==> src/rtl/counter_pkg.sv <==
// counter_pkg
// Shared definitions for the up/down counter family.
//   CNT_WRAP / CNT_SAT : values for the SATURATE parameter of counter_ud_mod
//   prescale_width()   : bit width of the prescaler phase counter
package counter_pkg;

    localparam int CNT_WRAP = 0;
    localparam int CNT_SAT  = 1;

    // At least one bit so a PRESCALE of 1 or 2 still yields a legal vector.
    function automatic int prescale_width(input int prescale);
        return (prescale <= 2) ? 1 : $clog2(prescale);
    endfunction

endpackage

==> src/rtl/counter_ud_mod_if.sv <==
// counter_ud_mod_if
// Control/status bundle of one counter_ud_mod instance.
//   COUNT, UP, LOAD, CLR, COUNT_IN, OVF_CLR : controls into the counter
//   COUNT_OUT, TC, WRAP, OVF                : status out of the counter
// master = the controlling side, slave = the counter itself.
interface counter_ud_mod_if #(
    parameter int WIDTH = 8
);
    logic             COUNT;
    logic             UP;
    logic             LOAD;
    logic             CLR;
    logic [WIDTH-1:0] COUNT_IN;
    logic             OVF_CLR;
    logic [WIDTH-1:0] COUNT_OUT;
    logic             TC;
    logic             WRAP;
    logic             OVF;

    modport master (
        output COUNT, UP, LOAD, CLR, COUNT_IN, OVF_CLR,
        input  COUNT_OUT, TC, WRAP, OVF
    );

    modport slave (
        input  COUNT, UP, LOAD, CLR, COUNT_IN, OVF_CLR,
        output COUNT_OUT, TC, WRAP, OVF
    );
endinterface

==> src/rtl/counter_prescale.sv <==
// counter_prescale
// Divides the count enable by PRESCALE: TICK fires on every PRESCALE-th
// cycle in which EN is high. The phase only advances while EN is high.
//   CLK      : rising-edge clock
//   RST      : asynchronous active-high reset (phase -> 0)
//   EN       : count enable
//   SYNC_CLR : synchronous phase restart (dominates EN)
//   TICK     : combinational, EN & phase at its last value
module counter_prescale
    import counter_pkg::*;
#(
    parameter int PRESCALE = 1
) (
    input  logic CLK,
    input  logic RST,
    input  logic EN,
    input  logic SYNC_CLR,
    output logic TICK
);

    if (PRESCALE < 1 || PRESCALE > 65535) begin : g_bad_prescale
        $error("counter_prescale: PRESCALE=%0d outside 1..65535", PRESCALE);
    end

    localparam int            PW       = prescale_width(PRESCALE);
    localparam logic [PW-1:0] PRE_LAST = PW'(PRESCALE - 1);

    logic [PW-1:0] pre_q;
    logic [PW-1:0] pre_d;

    // TICK does not look at SYNC_CLR; the parent gates its own use of it.
    assign TICK = EN & (pre_q == PRE_LAST);

    always_comb begin
        pre_d = pre_q;
        if (SYNC_CLR) begin
            pre_d = '0;
        end else if (TICK) begin
            pre_d = '0;
        end else if (EN) begin
            pre_d = pre_q + PW'(1);
        end
    end

    always_ff @(posedge CLK or posedge RST) begin
        if (RST) begin
            pre_q <= '0;
        end else begin
            pre_q <= pre_d;
        end
    end

endmodule

==> src/rtl/counter_ud_mod.sv <==
// counter_ud_mod
// Parametrised modulo-MODULUS up/down counter with load, clear, prescaled
// enable, wrap or saturate behaviour, cascade carry and overflow flags.
//   CLK       : rising-edge clock
//   RST       : asynchronous active-high reset
//   bus.COUNT     : count enable (goes through the prescaler)
//   bus.UP        : 1 = increment, 0 = decrement
//   bus.LOAD      : synchronous load of COUNT_IN (clamped to MODULUS-1)
//   bus.CLR       : synchronous clear, highest priority
//   bus.COUNT_IN  : load value
//   bus.OVF_CLR   : clears the sticky OVF flag
//   bus.COUNT_OUT : registered count
//   bus.TC        : combinational terminal count, feeds the next stage COUNT
//   bus.WRAP      : one-cycle registered pulse on an end event
//   bus.OVF       : sticky registered end-event flag
module counter_ud_mod
    import counter_pkg::*;
#(
    parameter int     WIDTH    = 8,
    parameter longint MODULUS  = 256,
    parameter int     SATURATE = CNT_WRAP,
    parameter int     PRESCALE = 1
) (
    input  logic             CLK,
    input  logic             RST,
    counter_ud_mod_if.slave  bus
);

    if (WIDTH < 2 || WIDTH > 32) begin : g_bad_width
        $error("counter_ud_mod: WIDTH=%0d outside 2..32", WIDTH);
    end
    if (MODULUS < 2 || MODULUS > (longint'(1) << WIDTH)) begin : g_bad_modulus
        $error("counter_ud_mod: MODULUS=%0d outside 2..2**WIDTH", MODULUS);
    end
    if (PRESCALE < 1 || PRESCALE > 65535) begin : g_bad_prescale
        $error("counter_ud_mod: PRESCALE=%0d outside 1..65535", PRESCALE);
    end
    if (SATURATE != CNT_WRAP && SATURATE != CNT_SAT) begin : g_bad_mode
        $error("counter_ud_mod: SATURATE=%0d must be 0 or 1", SATURATE);
    end

    localparam logic [WIDTH-1:0] MAX_VAL = WIDTH'(MODULUS - 1);

    logic [WIDTH-1:0] count_q;
    logic [WIDTH-1:0] count_d;
    logic             wrap_q;
    logic             wrap_d;
    logic             ovf_q;
    logic             ovf_d;

    logic             tick;
    logic             step_en;
    logic             at_end;
    logic             end_evt;

    // LOAD and CLR both restart the prescaler phase.
    counter_prescale #(
        .PRESCALE (PRESCALE)
    ) u_prescale (
        .CLK      (CLK),
        .RST      (RST),
        .EN       (bus.COUNT),
        .SYNC_CLR (bus.CLR | bus.LOAD),
        .TICK     (tick)
    );

    // A tick is swallowed whenever CLR or LOAD owns the edge, which also
    // keeps TC low in those cycles so a cascaded stage never steps.
    assign step_en = tick & ~bus.CLR & ~bus.LOAD;
    assign at_end  = bus.UP ? (count_q == MAX_VAL) : (count_q == '0);
    assign end_evt = step_en & at_end;

    always_comb begin
        count_d = count_q;
        if (bus.CLR) begin
            count_d = '0;
        end else if (bus.LOAD) begin
            count_d = (bus.COUNT_IN > MAX_VAL) ? MAX_VAL : bus.COUNT_IN;
        end else if (step_en) begin
            if (at_end) begin
                // Saturate mode simply holds the end value.
                if (SATURATE == CNT_WRAP) begin
                    count_d = bus.UP ? '0 : MAX_VAL;
                end
            end else begin
                count_d = bus.UP ? (count_q + WIDTH'(1)) : (count_q - WIDTH'(1));
            end
        end
    end

    // A fresh end event wins over OVF_CLR in the same cycle.
    assign wrap_d = end_evt;
    assign ovf_d  = end_evt | (ovf_q & ~bus.OVF_CLR);

    always_ff @(posedge CLK or posedge RST) begin
        if (RST) begin
            count_q <= '0;
            wrap_q  <= 1'b0;
            ovf_q   <= 1'b0;
        end else begin
            count_q <= count_d;
            wrap_q  <= wrap_d;
            ovf_q   <= ovf_d;
        end
    end

    assign bus.COUNT_OUT = count_q;
    assign bus.TC        = end_evt;
    assign bus.WRAP      = wrap_q;
    assign bus.OVF       = ovf_q;

endmodule

==> src/flat_wrapper.sv <==
// flat-port wrapper written by rule: the top's interface ports become plain ports
module counter_ud_mod_flat import counter_pkg::*;
#(
    parameter int     WIDTH    = 8,
    parameter longint MODULUS  = 256,
    parameter int     SATURATE = CNT_WRAP,
    parameter int     PRESCALE = 1
)
  (CLK, RST, bus_COUNT, bus_UP, bus_LOAD, bus_CLR, bus_COUNT_IN, bus_OVF_CLR, bus_COUNT_OUT, bus_TC, bus_WRAP, bus_OVF);
  counter_ud_mod_if #(.WIDTH(WIDTH)) bus_i ();
  input  logic CLK;
  input  logic RST;
  input wire logic [$bits(bus_i.COUNT)-1:0] bus_COUNT;
  input wire logic [$bits(bus_i.UP)-1:0] bus_UP;
  input wire logic [$bits(bus_i.LOAD)-1:0] bus_LOAD;
  input wire logic [$bits(bus_i.CLR)-1:0] bus_CLR;
  input wire logic [$bits(bus_i.COUNT_IN)-1:0] bus_COUNT_IN;
  input wire logic [$bits(bus_i.OVF_CLR)-1:0] bus_OVF_CLR;
  output wire logic [$bits(bus_i.COUNT_OUT)-1:0] bus_COUNT_OUT;
  output wire logic [$bits(bus_i.TC)-1:0] bus_TC;
  output wire logic [$bits(bus_i.WRAP)-1:0] bus_WRAP;
  output wire logic [$bits(bus_i.OVF)-1:0] bus_OVF;
  assign bus_i.COUNT = bus_COUNT;
  assign bus_i.UP = bus_UP;
  assign bus_i.LOAD = bus_LOAD;
  assign bus_i.CLR = bus_CLR;
  assign bus_i.COUNT_IN = bus_COUNT_IN;
  assign bus_i.OVF_CLR = bus_OVF_CLR;
  assign bus_COUNT_OUT = bus_i.COUNT_OUT;
  assign bus_TC = bus_i.TC;
  assign bus_WRAP = bus_i.WRAP;
  assign bus_OVF = bus_i.OVF;
  counter_ud_mod #(.WIDTH(WIDTH), .MODULUS(MODULUS), .SATURATE(SATURATE), .PRESCALE(PRESCALE)) u_core (.CLK(CLK), .RST(RST), .bus(bus_i));
endmodule
==> config.mk <==
export PLATFORM = sky130hd
export DESIGN_NAME = counter_ud_mod_flat
export DESIGN_NICKNAME = d
export VERILOG_FILES = /design/src/rtl/counter_pkg.sv /design/src/rtl/counter_ud_mod_if.sv /design/src/rtl/counter_prescale.sv /design/src/rtl/counter_ud_mod.sv /design/src/flat_wrapper.sv
export SDC_FILE = /design/constraint.sdc
export NUM_CORES = 1
export LEC_CHECK = 0
export ABC_AREA = 1
export CAP_MARGIN = 20
export CORE_MARGIN = 2
export CORE_UTILIZATION = 45
export DETAILED_ROUTE_END_ITERATION = 7
export PLACE_DENSITY = 0.75
export SYNTH_ARGS = -nofsm -noshare
export SYNTH_HDL_FRONTEND = slang
export SYNTH_SLANG_ARGS = --single-unit
==> constraint.sdc <==
create_clock -name CLK -period 1.72 [get_ports CLK]
set_input_delay 0.172 -clock CLK [delete_from_list [all_inputs] [get_ports CLK]]
set_output_delay 0.172 -clock CLK [all_outputs]
set_load 0.005 [all_outputs]
==> flow_metrics.py <==
metrics = {
    "run_status": {
        "status": "finished, violations left",
        "violations": "negative setup slack",
    },
    "cells_and_area": {
        "nFillCells": 152,
        "final_cell_mix": "nand2_1, buf_4, clkdlybuf4s50_1, nor2_1, inv_1",
        "finalNonFillerCells": 244,
        "nets": 239,
        "drive_gt1_share_pct": 33.8,
        "layout_commonest_cell": "nand2_1",
        "design_area_mm2": 0.00168,
        "fin_util_pct": 78.3,
        "antenna_cells": 0,
        "syn2layout_area_growth_pct": 67.8,
    },
    "detailed_routing": {
        "avgRoutedWirePerCell_um": 13.3,
        "routed_wl_um": 3240,
        "via_per_inst": 4.86,
        "drt_iter0_drc": 37,
        "drc": 0,
        "num_vias": 1186,
        "ant_nets": 0,
        "dr.pass1.iters": 4,
    },
    "timing": {
        "holdWs_ps": 208,
        "fmax_ghz": 0.567,
        "relSlewSlack_pct": 68.5,
        "timing.final.ws_setup_ps": -43.8,
        "setup_tns_ps": -72.7,
        "setup_violations": 2,
        "rsz0062_at_grt": "true",
        "worst_pin_slew_ps": 471,
        "period_share_pct": 103,
        "finClkSkew_ps": 3.88,
        "drv_slew": 0,
        "hold_violations": 0,
        "post-route-min-period_ps": 1760,
    },
    "floorplan": {
        "rows": 17,
        "start_util_pct": 46.7,
        "die_y_um": 51.2,
        "fp.dieW_um": 51.2,
        "num_io_pins": 26,
        "core_area_mm2": 0.00215,
        "die_area_mm2": 0.00262,
    },
    "power": {
        "power.total_mw": 1.10,
        "peakVddDrop_mv": 0.591,
        "p_leak_nw": 0.852,
        "p_per_area_mw_per_mm2": 651,
    },
    "setup_path": {
        "crit_buf_inv": 3,
        "critPathLaunchType": "flip-flop",
        "slowest_delay_ps": 380,
        "critPathSlowestCell": "dfrtp_1",
        "crit_top_cell": "nand2_1",
        "endpoint_kind": "flip-flop",
        "critPathArrivalTime_ps": 1970,
        "path_cells": "buf_6, inv_4, fa_2, inv_2, nand2_4, nand2_2, nand3b_1, nand2_1, nand2_2, nand3_2, nand2_1, nand2_1, nand2_1, nand2_1",
        "crit_start": "u_core.bus.COUNT_OUT[0]",
        "required_ps": 1930,
        "rr_startpoint": "u_core.bus.COUNT_OUT[0]",
        "critPathTopFamily": "simple AND/OR/NAND/NOR gates",
        "crit_type": "reg -> reg",
        "path_max_fanout": 2,
    },
    "clock_network": {
        "cts.path.max_buffers": 2,
        "root_buffer": "clkbuf_4",
        "cts_buffers": 3,
        "htreeDepth": 1,
        "clock_latency_ps": 270,
        "clk_pin_slew_ps": 80,
        "cts_sinks": 11,
        "cts_tree": "done",
        "ctsHoldBuffers": 0,
    },
    "synthesis": {
        "async_reset_ff_share_pct": 100,
        "syn_avg_cell_area_um2": 6.38,
        "netlist_area_mm2": 0.00100,
        "syn_inst": 157,
        "synth-seq-cells": 11,
        "synth.yosys.warnings": 0,
        "synthFlopType": "dfrtp_1",
        "synth.net_count": 179,
        "ys_types": 23,
        "yosysSeqAreaShare_pct": 27.5,
        "synth_enable_flop_cells": 0,
    },
    "placed_design": {
        "dpl.cell_count": 229,
        "numPortBuffers": 25,
        "dp_worst_setup_slack_ps": -343,
        "placed_area_mm2": 0.00143,
        "gp_congestion": 0.877,
        "place.detailed.hpwl_um": 2180,
    },
    "global_routing": {
        "grt_pass1_wl_um": 4730,
        "track_usage_pct": 24.2,
        "grt_max_degree": 12,
        "grt-ovfl-total": 0,
        "antenna_found_initial": 0,
        "grt_pass1_vias": 1123,
    },
    "flow_run": {
        "cap_violations": 0,
    },
    "hold_path": {
        "hp-class": "in -> async",
    },
}
-- cell type report --
type / instances / area (µm²) / area share [%]
timing repair buffer: 56 / 492 / 29.2
clock buffer: 4 / 26.3 / 1.56
tap: 28 / 35.0 / 2.08
multi-input combinational: 121 / 758 / 45.1
sequential: 11 / 278 / 16.5
inverter: 24 / 92.6 / 5.51
-- cell families after synthesis --
family,synth area share [%]
AND/OR/NAND/NOR,44.7
buffers and inverters,10.1
AO/OA/AOI/OAI,7.37
flip-flops,27.5
adder cells (fa/ha/maj),9.49
XOR/XNOR,0.874
-- report_power, final --
part	internal (mW)	switching (mW)
clock network	0.0898	0.0928
registers	0.282	0.0259
logic	0.314	0.291
total	0.686	0.409
-- worst paths after layout --
path | endpoint | slack [ps] | cells after the start
max in group asynchronous | u_core.bus.COUNT_OUT[6] | 1160 | 2
min in group CLK | u_core.u_prescale.pre_q | 460 | 2
hold reg to reg | u_core.u_prescale.pre_q | 510 | 2
hold / removal | u_core.u_prescale.pre_q | 210 | 2
setup reg to reg | u_core.bus.COUNT_OUT[6] | -40 | 14
setup / recovery | u_core.bus.COUNT_OUT[6] | -40 | 14
-- registers in the layout, summed over array words and instances, names as in the netlist --
name	cells
u_core.bus.WRAP	1
u_core.u_prescale.pre_q	1
u_core.bus.COUNT_OUT	8
u_core.bus.OVF	1
-- routing by layer --
metal / wire, µm / part of all wire (%) / global-route usage, % / vias up
li1: - / - / - / 606
met1: 1350 / 42 / 27.9 / 541
met2: 1730 / 54 / 45.0 / 31
met3: 91 / 2.8 / 3.51 / 8
met4: 62 / 1.9 / 8.56 / 0
met5: 0 / 0 / 0 / -
-- cell usage after synthesis (2+ instances only) --
cell / number / area [µm²]
nand2_1: 57 / 214
nor2_1: 23 / 86.3
inv_1: 22 / 82.6
dfrtp_1: 11 / 275
nand3_1: 8 / 40.0
ha_1: 6 / 75.1
a21oi_1: 4 / 20.0
nor2_4: 4 / 45.0
o21ai_0: 4 / 20.0
inv_2: 2 / 7.51
nand3b_1: 2 / 15.0
o22ai_1: 2 / 12.5
or2_2: 2 / 12.5
-- timing repair --
action / CTS / global route
cloned: 0 / 0
setup endpoints to repair: 4 / 7
resized for setup: 9 / 31
pin swaps: 5 / 16
setup buffers: 8 / 4
Power figures use the tool's default switching activity.
